`src/rtl/ln_stage1_stats_if.sv`:
```
// Sample stream into the LayerNorm stats stage and the replay/statistics bundle out of it.
// master drives samples in and observes results; slave is the stats stage itself.
interface ln_stage1_stats_if;
    logic               i_valid;
    logic signed [8:0]  i_x;
    logic               i_last;
    logic               o_ready;
    logic               o_valid;
    logic signed [8:0]  o_x_norm;
    logic signed [21:0] o_Ex;
    logic [31:0]        o_Ex2;
    logic [1:0]         o_alpha;
    logic [7:0]         o_inv_n;
    logic               o_done;

    modport master (
        output i_valid, i_x, i_last,
        input  o_ready, o_valid, o_x_norm, o_Ex, o_Ex2, o_alpha, o_inv_n, o_done
    );

    modport slave (
        input  i_valid, i_x, i_last,
        output o_ready, o_valid, o_x_norm, o_Ex, o_Ex2, o_alpha, o_inv_n, o_done
    );
endinterface

```
`src/rtl/ln_stage1_stats.sv`:
```
// LayerNorm stage 1: buffers a vector, computes sum/sumsq/alpha/inv_n, replays samples with stats held.
// First replayed sample 10 cycles after the last accept; o_ready drops in CALC/REPLAY, no downstream backpressure.
module ln_stage1_stats #(
    parameter int MAX_N = 64,
    parameter int AW    = 6
) (
    input logic              i_clk,
    input logic              i_rstn,
    ln_stage1_stats_if.slave bus
);
    localparam int CW = AW + 1;

    typedef enum logic [1:0] {IDLE, ACC, CALC, REPLAY} state_t;

    state_t             state;
    logic signed [8:0]  buffer [MAX_N];
    logic [CW-1:0]      count;
    logic [CW-1:0]      rd_ptr;
    logic signed [21:0] sum;
    logic [31:0]        sumsq;
    logic [8:0]         maxabs;
    logic [3:0]         calc_cnt;
    logic [8:0]         rem;
    logic [7:0]         quo;

    logic               accept;
    logic               last_acc;
    logic [AW-1:0]      wr_addr;
    logic [8:0]         abs_x;
    logic signed [21:0] x_ext;
    logic [31:0]        sq;
    logic signed [21:0] sum_nxt;
    logic [31:0]        sumsq_nxt;
    logic [8:0]         maxabs_nxt;
    logic [9:0]         rem_sh;
    logic               ge;
    logic [8:0]         rem_sub;

    always_comb begin
        accept     = bus.i_valid & bus.o_ready;
        last_acc   = bus.i_last || (state == ACC && count == CW'(MAX_N - 1));
        wr_addr    = (state == IDLE) ? '0 : count[AW-1:0];
        abs_x      = bus.i_x[8] ? (9'd0 - bus.i_x) : bus.i_x;
        x_ext      = {{13{bus.i_x[8]}}, bus.i_x};
        // |x|^2 == x^2, and squaring the magnitude keeps the product unsigned
        sq         = 32'(abs_x) * 32'(abs_x);
        sum_nxt    = (state == IDLE) ? x_ext : sum + x_ext;
        sumsq_nxt  = (state == IDLE) ? sq : sumsq + sq;
        maxabs_nxt = (state == IDLE || abs_x > maxabs) ? abs_x : maxabs;
        // Restoring division of 256 by N: the dividend has only its MSB set
        rem_sh     = {rem, (calc_cnt == 4'd0)};
        ge         = (rem_sh >= 10'(count));
        rem_sub    = ge ? 9'(rem_sh - 10'(count)) : rem_sh[8:0];
    end

    always_ff @(posedge i_clk) begin
        if (accept) begin
            buffer[wr_addr] <= bus.i_x;
        end
    end

    always_ff @(posedge i_clk or negedge i_rstn) begin
        if (!i_rstn) begin
            state        <= IDLE;
            count        <= '0;
            rd_ptr       <= '0;
            sum          <= '0;
            sumsq        <= '0;
            maxabs       <= '0;
            calc_cnt     <= '0;
            rem          <= '0;
            quo          <= '0;
            bus.o_ready  <= 1'b1;
            bus.o_valid  <= 1'b0;
            bus.o_x_norm <= '0;
            bus.o_Ex     <= '0;
            bus.o_Ex2    <= '0;
            bus.o_alpha  <= '0;
            bus.o_inv_n  <= '0;
            bus.o_done   <= 1'b0;
        end else begin
            case (state)
                IDLE, ACC: begin
                    if (accept) begin
                        count  <= (state == IDLE) ? CW'(1) : count + CW'(1);
                        sum    <= sum_nxt;
                        sumsq  <= sumsq_nxt;
                        maxabs <= maxabs_nxt;
                        if (last_acc) begin
                            state       <= CALC;
                            bus.o_ready <= 1'b0;
                            bus.o_Ex    <= sum_nxt;
                            bus.o_Ex2   <= sumsq_nxt;
                            calc_cnt    <= '0;
                            rem         <= '0;
                            quo         <= '0;
                        end else begin
                            state <= ACC;
                        end
                    end
                end
                CALC: begin
                    rem      <= rem_sub;
                    quo      <= {quo[6:0], ge};
                    calc_cnt <= calc_cnt + 4'd1;
                    if (calc_cnt == 4'd8) begin
                        // quo[7] is quotient bit 8, set only for N = 1
                        bus.o_inv_n <= quo[7] ? 8'hFF : {quo[6:0], ge};
                        bus.o_alpha <= (maxabs < 9'd64)  ? 2'd0 :
                                       (maxabs < 9'd128) ? 2'd1 : 2'd2;
                        rd_ptr      <= '0;
                        state       <= REPLAY;
                    end
                end
                REPLAY: begin
                    if (rd_ptr == count) begin
                        bus.o_valid <= 1'b0;
                        bus.o_done  <= 1'b0;
                        bus.o_ready <= 1'b1;
                        state       <= IDLE;
                    end else begin
                        bus.o_valid  <= 1'b1;
                        bus.o_x_norm <= buffer[rd_ptr[AW-1:0]];
                        bus.o_done   <= (rd_ptr == count - CW'(1));
                        rd_ptr       <= rd_ptr + CW'(1);
                    end
                end
                default: state <= IDLE;
            endcase
        end
    end
endmodule

```
`src/flat_wrapper.sv`:
```
// flat-port wrapper written by rule: the top's interface ports become plain ports
module ln_stage1_stats_flat 
#(
    parameter int MAX_N = 64,
    parameter int AW    = 6
)
  (i_clk, i_rstn, bus_i_valid, bus_i_x, bus_i_last, bus_o_ready, bus_o_valid, bus_o_x_norm, bus_o_Ex, bus_o_Ex2, bus_o_alpha, bus_o_inv_n, bus_o_done);
  ln_stage1_stats_if bus_i ();
  input logic i_clk;
  input logic i_rstn;
  input wire logic [$bits(bus_i.i_valid)-1:0] bus_i_valid;
  input wire logic [$bits(bus_i.i_x)-1:0] bus_i_x;
  input wire logic [$bits(bus_i.i_last)-1:0] bus_i_last;
  output wire logic [$bits(bus_i.o_ready)-1:0] bus_o_ready;
  output wire logic [$bits(bus_i.o_valid)-1:0] bus_o_valid;
  output wire logic [$bits(bus_i.o_x_norm)-1:0] bus_o_x_norm;
  output wire logic [$bits(bus_i.o_Ex)-1:0] bus_o_Ex;
  output wire logic [$bits(bus_i.o_Ex2)-1:0] bus_o_Ex2;
  output wire logic [$bits(bus_i.o_alpha)-1:0] bus_o_alpha;
  output wire logic [$bits(bus_i.o_inv_n)-1:0] bus_o_inv_n;
  output wire logic [$bits(bus_i.o_done)-1:0] bus_o_done;
  assign bus_i.i_valid = bus_i_valid;
  assign bus_i.i_x = bus_i_x;
  assign bus_i.i_last = bus_i_last;
  assign bus_o_ready = bus_i.o_ready;
  assign bus_o_valid = bus_i.o_valid;
  assign bus_o_x_norm = bus_i.o_x_norm;
  assign bus_o_Ex = bus_i.o_Ex;
  assign bus_o_Ex2 = bus_i.o_Ex2;
  assign bus_o_alpha = bus_i.o_alpha;
  assign bus_o_inv_n = bus_i.o_inv_n;
  assign bus_o_done = bus_i.o_done;
  ln_stage1_stats #(.MAX_N(MAX_N), .AW(AW)) u_core (.i_clk(i_clk), .i_rstn(i_rstn), .bus(bus_i));
endmodule
```
`config.mk`:
```
export PLATFORM = sky130hd
export DESIGN_NAME = ln_stage1_stats_flat
export DESIGN_NICKNAME = d
export VERILOG_FILES = /design/src/rtl/ln_stage1_stats_if.sv /design/src/rtl/ln_stage1_stats.sv /design/src/flat_wrapper.sv
export SDC_FILE = /design/constraint.sdc
export NUM_CORES = 1
export LEC_CHECK = 0
export BUFFER_PORTS_ARGS = -buffer_cell sky130_fd_sc_hd__buf_2
export CORE_UTILIZATION = 50
export CTS_CLUSTER_DIAMETER = 200
export DETAILED_ROUTE_END_ITERATION = 8
export HOLD_SLACK_MARGIN = 0.06
export PLACE_DENSITY = 0.75
export SYNTH_ARGS = -nofsm -noshare
export SYNTH_HDL_FRONTEND = slang
export SYNTH_SLANG_ARGS = --single-unit
export TNS_END_PERCENT = 50
```
`constraint.sdc`:
```
create_clock -name i_clk -period 4.2 [get_ports i_clk]
set_input_delay 0.84 -clock i_clk [delete_from_list [all_inputs] [get_ports i_clk]]
set_output_delay 0.84 -clock i_clk [all_outputs]
set_load 0.1 [all_outputs]
```
# After elaboration in Yosys (flattened, before gate mapping)
# Memory sizes are Yosys's and may differ from the RTL's. A register that Yosys moved wholly into a read port is not among the register bits.
# Index checks and enable logic that the tools add are counted.
dict set report totals {
  ramBits 576
  output_inout_bits 76
  ff_bits 167
  n_memories 1
}
# name words word_bits read_ports rd_clocked_by_memory_dff wr line
set memory_table {}
lappend memory_table {u_core.buffer 64 9 1 1 1 ln_stage1_stats.sv:16} ;# logic signed [8:0] buffer [MAX_N];
dict set report op_classes {
  n_addsub 8
  n_reduce_logical 19
  magnitude_cmp 4
  bitwise_logic 2
  n_mul 1
  mux 34
  n_eq_ne 12
}
# operator count
set op_table {}
lappend op_table {{9-bit 2-to-1 mux} 4}
lappend op_table {{32-bit by 18-bit adder with 32-bit output} 1}
lappend op_table {{32-bit 2-to-1 mux} 1}
lappend op_table {{8-bit 2-to-1 mux} 3}
lappend op_table {{22-bit by 9-bit adder with 22-bit output} 1}
lappend op_table {{22-bit 2-to-1 mux} 1}
lappend op_table {{7-bit 2-to-1 mux} 3}
lappend op_table {{9-bit by 9-bit multiplier with 18-bit output} 1}
lappend op_table {{9-bit one-hot mux with 2 select lines} 1}
lappend op_table {{8-bit one-hot mux with 2 select lines} 1}
lappend op_table {{3-bit AND reduction} 5}
lappend op_table {{7-bit by 1-bit adder with 7-bit output, second input constant} 2}
lappend op_table {{7-bit equality test} 2}
lappend op_table {{7-bit one-hot mux with 2 select lines} 1}
lappend op_table {{2-bit 2-to-1 mux} 6}
lappend op_table {{10-bit by 7-bit >= comparator with 1-bit output} 1}
lappend op_table {{9-bit > comparator} 1}
lappend op_table {{9-bit by 7-bit < comparator with 1-bit output, second input constant} 1}
lappend op_table {{9-bit by 8-bit < comparator with 1-bit output, second input constant} 1}
lappend op_table {{1-bit by 9-bit subtractor with 9-bit output, first input constant} 1}
lappend op_table {{9-bit by 7-bit subtractor with 9-bit output} 1}
lappend op_table {{4-bit 2-to-1 mux} 2}
lappend op_table {{2-bit by 1-bit inequality test with 1-bit output, second input constant} 4}
lappend op_table {{4-bit one-hot mux with 2 select lines} 1}
lappend op_table {{other kinds (22)} 34}

# Longest topological paths before layout
# Gate-level depths: netlist of run 1.
dict set report depth {
  ltp_word 6
  mapped_depth 30
  mapped_depth_nobuf 30
}

# Worst setup path before layout of run 1
# OpenSTA, ideal clock, no wires.
dict set report synth_timing {
  path_type {input to register}
  start {input bus_i_x[0]}
  end {register u_core.sumsq[30]}
  setup_time_ns 0.121
  path_buffers 0
  path_slack_ns -3.661
  required_time_ns 4.079
  stages 27
  t_arrival_ns 7.740
  cell_sequence {clkinv_1 > ha_1 > a21oi_1 > xor2_1 > clkinv_1 > nor2_1 > inv_1 > fa_1 > inv_1 > fa_1 > inv_1 > fa_1 > fa_1 > inv_1 > ha_1 > o21ai_0 > o21ai_0 > a41oi_1 > xnor2_1 > ha_1 > inv_1 > or4_1 > a21oi_1 > o31ai_4 > nor3_2 > mux2_1 > a22o_1}
}
dict set report synth_via {
  elab_chain_len 5
}
# element line
set synth_lines {}
lappend synth_lines {{from (decl)} flat_wrapper.sv:12} ;# input wire logic [$bits(bus_i.i_x)-1:0] bus_i_x;
lappend synth_lines {{1-bit by 9-bit subtractor with 9-bit output} ln_stage1_stats.sv:43} ;# abs_x = bus.i_x[8] ? (9'd0 - bus.i_x) : bus.i_x;
lappend synth_lines {{9-bit 2-to-1 mux} ln_stage1_stats.sv:43}
lappend synth_lines {{via u_core.abs_x[6]} ln_stage1_stats.sv:29} ;# logic [8:0] abs_x;
lappend synth_lines {{9-bit by 9-bit multiplier with 18-bit output} ln_stage1_stats.sv:46} ;# sq = 32'(abs_x) * 32'(abs_x);
lappend synth_lines {{32-bit by 18-bit adder with 32-bit output} ln_stage1_stats.sv:48} ;# sumsq_nxt = (state == IDLE) ? sq : sumsq + sq;
lappend synth_lines {{32-bit 2-to-1 mux} ln_stage1_stats.sv:48}
lappend synth_lines {{to (signal assigned)} ln_stage1_stats.sv:87} ;# sumsq <= sumsq_nxt;
lappend synth_lines {{to (decl)} ln_stage1_stats.sv:20} ;# logic [31:0] sumsq;
# The timed path passes the listed nets, and every way through them passes these cells.
# A chain may end at the register's enable or synchronous reset.

# Worst setup path after layout of run 1
dict set report layout_timing {
  start {input bus_i_x[3]}
  end {register u_core.sumsq[29]}
}
# The elaborated chain is that of the path after synthesis.

==> out/metrics.cfg, run 1 <==
[grt]
grt_max_degree=107
grt_antenna_before_repair=1
grt_overflow_total=0
grt_pass1_wl_um=135900
first_global_vias=22810
grt_usage=0.2551

[placed_design]
pre_cts_slack_ps=-3462
placed_cell_area_um2=37780
portBuffers=88
gp_congestion=0.8913
post-dp-hpwl_um=57050

[timing]
final-hold-violation-count=0
setup-tns-final_ps=-114840
setup_viol=54
slew_violations=0
setup_slack_ps=-2609
fin_crit_ps=6809
max_freq_mhz=146.9
slew_headroom=0.2285
fin_crit_sh=1.621
skew_ps=32.45
max_slew.worst_pin.slew_ps=1153
rsz0062_at_grt=true

[worst_setup_path]
cpPeakStageDelay_ps=560
crit_required_ps=4720
worstSetupPathType=in -> reg
crit_path_start_kind=input port
cp_max_fo=5
crit_start=bus_i_x[3]
arrival_ps=7320
end_kind=flop
r2r_start=u_core.calc_cnt[0]$_DFFE_PN0P_
slowest_stage=fa_1
worst-path-buf-inv=9
crit_family=adder cells

[synth]
async_reset_ff_frac=0.2340
yosysWarningCount=0
synth-seq-cells=752
synth_common_cells=edfxtp_1, nor2_1, nand2_1
synth_top_area_cell=edfxtp_1
yosysSeqAreaShare=0.6229
ys.flop_type=edfxtp_1
synth_edf_count=576
ys_types=78
synth_top_area_frac=0.4965
syn_area_um2=34840
synth.area.top_cells=edfxtp_1, dfrtp_1, mux4_2
synth.most_common_cell=edfxtp_1
synthCells=2427
avgSynthCellArea_um2=14.35

[run]
cap_violations=0

[pwr]
power_density_nw_per_um2=846.6
ir_drop_mv=1.230
leakagePower_uw=0.01541

[run_status]
violations=negative setup slack
status=finished with violations

[floorplan]
fp.coreArea_um2=68830
die_w_um=266.0
die_area_um2=70740
initial_utilization=0.5062
die_h_um=266.0
row_count=96
io-pin-count=89

[finish]
area_delta_synth_final_pct=18.33
drive_above_1_share=0.2682
final_area_um2=41220
fin_util=0.5990
nets=2838
antenna_cells=0

[drt]
drc_errors=0
drt_wl_total_um=89170
drt_iter0_markers=2164
highest_layer=met5
antenna_left=0
dr_wl_met3_um=6863
avgViaCountPerCell=6.050
drt-met1-wl_um=34220
dr.pass1.iters=8
vias=22320
route.met2.wl_um=45430
routedWlPerCell_um=24.17

[clocking]
cts.clk_slew.worst_paths_ps=60
clock_latency_ps=650
ctsRootBufferMaster=clkbuf_16
cts_tree=built
htreeDepth=3
cts.sinks=752
cts_hold_buf=0
clockBufferDepth=3
cts_made_buffers=79

[hold_path]
min-delay-path-class=in -> async

cell type report:
cell class	count	area, um2
fill	5034	27600
sequential	752	21710
multi-input combinational	1447	13030
timing repair buffer	307	2240
clock buffer	102	2113
tap	931	1165
clock inverter	42	543.0
inverter	109	419.2
worst register-to-register path: stages, from the launching register on:
cell and delay (ps):
dfrtp_1 420, inv_1 80, ha_1 180, or3b_2 490, ha_1 230, fa_1 380
nor2b_1 170, o21ai_0 160, a31oi_1 280, nor4_2 110, buf_4 190, mux2_2 280
o21ai_0 140
routing by layer:
layer,track usage,up-vias
met2,0.4375,1026
met4,0.08357,2
li1,-,9746
met1,0.3280,11380
met5,0,-
met3,0.04732,174
worst paths after layout:
path | endpoint | slack (ps) | cells past startpoint
min in group i_clk | u_core.bus.o_Ex[8]$_DFFE_PN0P_ | 480 | 2
setup reg to reg | u_core.rem[0]$_DFFE_PN0P_ | 970 | 12
hold / removal | u_core.sumsq[11]$_DFFE_PN0P_ | 340 | 1
setup / recovery | u_core.sumsq[29]$_DFFE_PN0P_ | -2610 | 32
hold reg to reg | u_core.bus.o_Ex[8]$_DFFE_PN0P_ | 480 | 2
max in group asynchronous | u_core.bus.o_ready$_DFFE_PN1P_ | 2970 | 2
flip-flops by register name, indices dropped and copies added (netlist names):
signal and count:
u_core.calc_cnt 4, u_core.bus.o_valid 1, u_core.buffer 576, u_core.bus.o_alpha 2
u_core.sumsq 32, u_core.bus.o_x_norm 9, u_core.rem 9, u_core.bus.o_ready 1
u_core.bus.o_Ex 22, u_core.bus.o_Ex2 32, u_core.bus.o_done 1, u_core.count 7
u_core.maxabs 9, u_core.quo 8, u_core.sum 22, u_core.bus.o_inv_n 8
u_core.state 2, u_core.rd_ptr 7
cell usage in the layout (no fill, tap or decap), types with 8 or more instances in the layout:
master / n
a21oi_1: 85
and3_1: 12
xnor2_1: 30
inv_2: 11
o21ai_1: 30
ha_4: 10
fa_1: 33
nand4_1: 25
inv_1: 91
buf_4: 206
mux2i_1: 39
a211oi_1: 12
clkbuf_1: 18
clkinv_1: 17
o211ai_1: 9
ha_1: 81
o21a_1: 12
nand2_1: 188
o21ai_4: 9
nor2b_1: 8
a31oi_1: 18
bufinv_16: 10
o31ai_1: 11
o21bai_1: 8
nand3_1: 49
o21ai_0: 135
xnor2_2: 11
buf_6: 11
a21oi_2: 10
nor2_1: 192
a21o_1: 24
xor2_1: 35
dfrtp_1: 171
buf_2: 81
mux4_2: 176
nor4_1: 10
edfxtp_1: 576
clkbuf_16: 79
nor3_1: 21
cell families after synthesis:
kind of cell,synth area share
adders and majority gates,0.05387
other,0.0002156
DFF,0.6229
AOI/OAI and AO/OA,0.07650
buffers and inverters,0.02629
muxes,0.1276
xor gates and xnor gates,0.02087
and+or+nand+nor,0.07176
per-stage QoR:
| stage | cells | power [uW] | hold WS [ps] |
|---|---|---|---|
| 2_1_floorplan | 2430 | 20530 | 452.6 |
| 3_5_place_dp | 3521 | 25700 | 468.8 |
| 6_report | 3690 | 34900 | 335.5 |
| 3_3_place_gp | 3521 | 25410 | 463.2 |
| 5_1_grt | 3690 | 36590 | 412.1 |
| 4_1_cts | 3680 | 34140 | 359.6 |
power by group:
| group | leakage (uW) | internal (uW) | total [uW] | switching [uW] |
|---|---|---|---|---|
| Combinational | 0.00674 | 7590 | 18300 | 10700 |
| Clock | 0.00128 | 4210 | 7150 | 2940 |
| Sequential | 0.00739 | 8720 | 9450 | 728 |
| Total | 0.0154 | 20500 | 34900 | 14400 |
timing repair:
| action | CTS | global route |
|---|---|---|
| resized for setup | 107 | 42 |
| setup buffers | 16 | 10 |
| endpoints found under the hold margin | 0 | 0 |
| pin swaps | 71 | 28 |
| endpoints found under the setup margin | 54 | 54 |
No activity file was read; power rests on OpenSTA's default activity.
==> run 2: changes to the inputs <==
--- a/config.mk
+++ b/config.mk
@@ -11,6 +11,7 @@
 export DETAILED_ROUTE_END_ITERATION = 8
 export HOLD_SLACK_MARGIN = 0.06
 export PLACE_DENSITY = 0.75
+export SKIP_LAST_GASP = 1
 export SYNTH_ARGS = -nofsm -noshare
 export SYNTH_HDL_FRONTEND = slang
 export SYNTH_SLANG_ARGS = --single-unit
==> run 2 against run 1 <==
Effect of this change:
- via count decreased by 0.41%
- core utilization decreased by 0.38 points
- clock-buffer cell count unchanged
- final cell count about the same
- clock skew about the same
- critical path depth increased by 1
- the flow still finishes with violations (negative setup slack)
- register-to-register slack got worse by 20 ps
- global-route usage decreased by 0.052 points
- critical path type unchanged
- clock power about the same
- largest cell class unchanged
- routed wire length decreased by 0.83%
==> out/metrics.cfg, run 2 (synthesis gave the netlist of run 1 again) <==
[run_status]
status=finished with violations  ; unchanged
violations=negative setup slack  ; unchanged

[clocking]
cts_made_buffers=79  ; unchanged
htreeDepth=3  ; unchanged
clockBufferDepth=3  ; unchanged
cts_tree=built  ; unchanged
ctsRootBufferMaster=clkbuf_16  ; unchanged
clock_latency_ps=640  ; was 650 ps
cts.sinks=752  ; unchanged
cts_hold_buf=0  ; unchanged
cts.clk_slew.worst_paths_ps=60  ; about the same

[worst_setup_path]
crit_path_start_kind=input port  ; unchanged
worstSetupPathType=in -> reg  ; unchanged
cpPeakStageDelay_ps=540  ; was 560 ps
end_kind=flop  ; unchanged
slowest_stage=fa_1  ; unchanged
arrival_ps=7270  ; was 7320 ps
cpMostUsedCell=inv_2
cp_max_fo=5  ; unchanged
crit_required_ps=4710  ; was 4720 ps

[grt]
grt_max_degree=107  ; unchanged
grt_usage=0.2546  ; was 0.2551
first_global_vias=22770  ; was 22810
grt_antenna_before_repair=1  ; unchanged
grt_pass1_wl_um=135600  ; was 135900 um
grt_overflow_total=0  ; unchanged

[finish]
finalNonFillerCells=3688  ; was 3690
nets=2836  ; was 2838
drive_above_1_share=0.2564  ; was 0.2682
area_delta_synth_final_pct=17.57  ; was 18.33%
layout_commonest_cell=edfxtp_1  ; unchanged
reg.largest.list=u_core.buffer (576), u_core.bus.o_Ex2 (32), u_core.sumsq (32)  ; unchanged
largest-register=u_core.buffer  ; unchanged
largest_register_ffs=576  ; unchanged
layout_common_cells=edfxtp_1, buf_4, nor2_1  ; unchanged
antenna_cells=0  ; unchanged

[floorplan]
die_w_um=266.0  ; unchanged
die_area_um2=70740  ; unchanged
die_h_um=266.0  ; unchanged
fp.coreArea_um2=68830  ; unchanged
io-pin-count=89  ; unchanged
row_count=96  ; unchanged
initial_utilization=0.5062  ; unchanged

[drt]
drt_wl_total_um=88430  ; was 89170 um
routedWlPerCell_um=23.98  ; was 24.17 um
vias=22230  ; was 22320
drc_errors=0  ; unchanged
drt_iter0_markers=2173  ; was 2164
antenna_left=0  ; unchanged
avgViaCountPerCell=6.028  ; was 6.050
dr.pass1.iters=7  ; was 8

[placed_design]
placed_cells=3521  ; unchanged
gp_congestion=0.8913  ; unchanged
portBuffers=88  ; unchanged
post-dp-hpwl_um=57050  ; unchanged

[pwr]
power.switching_uw=13930  ; was 14380 uW
pwr-share-clk=0.210  ; was 0.205
p_comb_frac=0.512  ; was 0.524
switching_share=0.4102  ; was 0.4121
power_density_nw_per_um2=829.2  ; was 846.6 nW/um2
finalPower_uw=33960  ; was 34900 uW
leakagePower_uw=0.01536  ; was 0.01541 uW
power.internal_uw=20030  ; was 20520 uW
ir_drop_mv=1.309  ; was 1.230 mV
p_seq_frac=0.278  ; was 0.271

[timing]
setup_viol=54  ; unchanged
max_freq_mhz=147.8  ; was 146.9 MHz
slew_headroom=0.2507  ; was 0.2285
max_slew.worst_pin.slew_ps=1120  ; was 1153 ps
fin_crit_sh=1.611  ; was 1.621
setup_slack_ps=-2565  ; was -2609 ps
rsz0062_at_grt=true  ; unchanged
slew_violations=0  ; unchanged
fin_crit_ps=6765  ; was 6809 ps
final-hold-violation-count=0  ; unchanged
skew_ps=32.20  ; was 32.45 ps

[run]
cap_violations=0  ; unchanged

[hold_path]
min-delay-path-class=in -> async  ; unchanged

-- run 2: power by group through the flow --
stage          clock network, uW  registers (uW)  logic [uW]
6_report                    7140            9440       17400
3_5_place_dp                   0            9560       16100
4_1_cts                     7240            9420       17000
3_3_place_gp                   0            9520       15900
5_1_grt                     7510            9510       18700
2_1_floorplan                  0           11200        9290
-- run 2: worst paths after layout --
| kind | startpoint | to | slack (ps) | cells after the start |
|---|---|---|---|---|
| max | bus_i_x[3] | u_core.sumsq[29]$_DFFE_PN0P_ | -2560 | 33 |
| min | i_rstn | u_core.sumsq[11]$_DFFE_PN0P_ | 340 | 1 |
| max reg2reg | u_core.calc_cnt[0]$_DFFE_PN0P_ | u_core.rem[0]$_DFFE_PN0P_ | 950 | 12 |
| min reg2reg | u_core.bus.o_Ex[8]$_DFFE_PN0P_ | u_core.bus.o_Ex[8]$_DFFE_PN0P_ | 480 | 2 |
| max in group asynchronous | i_rstn | u_core.bus.o_ready$_DFFE_PN1P_ | 2970 | 2 |
| min in group i_clk | u_core.bus.o_Ex[8]$_DFFE_PN0P_ | u_core.bus.o_Ex[8]$_DFFE_PN0P_ | 480 | 2 |
-- run 2: per-layer routing --
metal | up-vias | track usage | wire [um]
met2 | 1025 | 0.4367 | 44920
li1 | 9753 | - | -
met5 | - | 0 | 11
met1 | 11280 | 0.3279 | 33930
met3 | 172 | 0.04732 | 7029
met4 | 2 | 0.08186 | 2538
-- run 2: worst max-delay path: cells and delay by family --
family          cells  cell delay (ps)
xor+xnor            2              430
simple gates        4              740
buf+inv            11             1050
fa+ha+maj           6             2460
mux                 1              220
compound gates      9             1510
-- run 2: through the flow --
stage	setup WS [ps]	cell area, um2	hold WS (ps)	util	setup TNS [ps]
floorplan	-2800	35090	452.6	-	-120870
global placement	-3275	37780	463.2	0.5489	-157070
detailed placement	-3462	37780	468.8	0.5489	-160760
CTS	-2433	40830	359.6	0.5932	-113460
global route	-2795	40960	411.7	0.5951	-131460
finish	-2565	40960	340.3	0.5951	-118320
-- run 2: final cells by class --
class                      instances  area (um2)
clock buffer                     102        2113
timing repair buffer             305        2201
multi-input combinational       1447       12810
inverter                         109       419.2
sequential                       752       21710
tap                              931        1165
clock inverter                    42       543.0
fill                            5072       27870
-- run 2: timing repair --
action,CTS,global route
setup endpoints to repair,54,54
buffers inserted,16,8
gates resized for setup,65,20
pin swaps,60,26
gates cloned,0,0
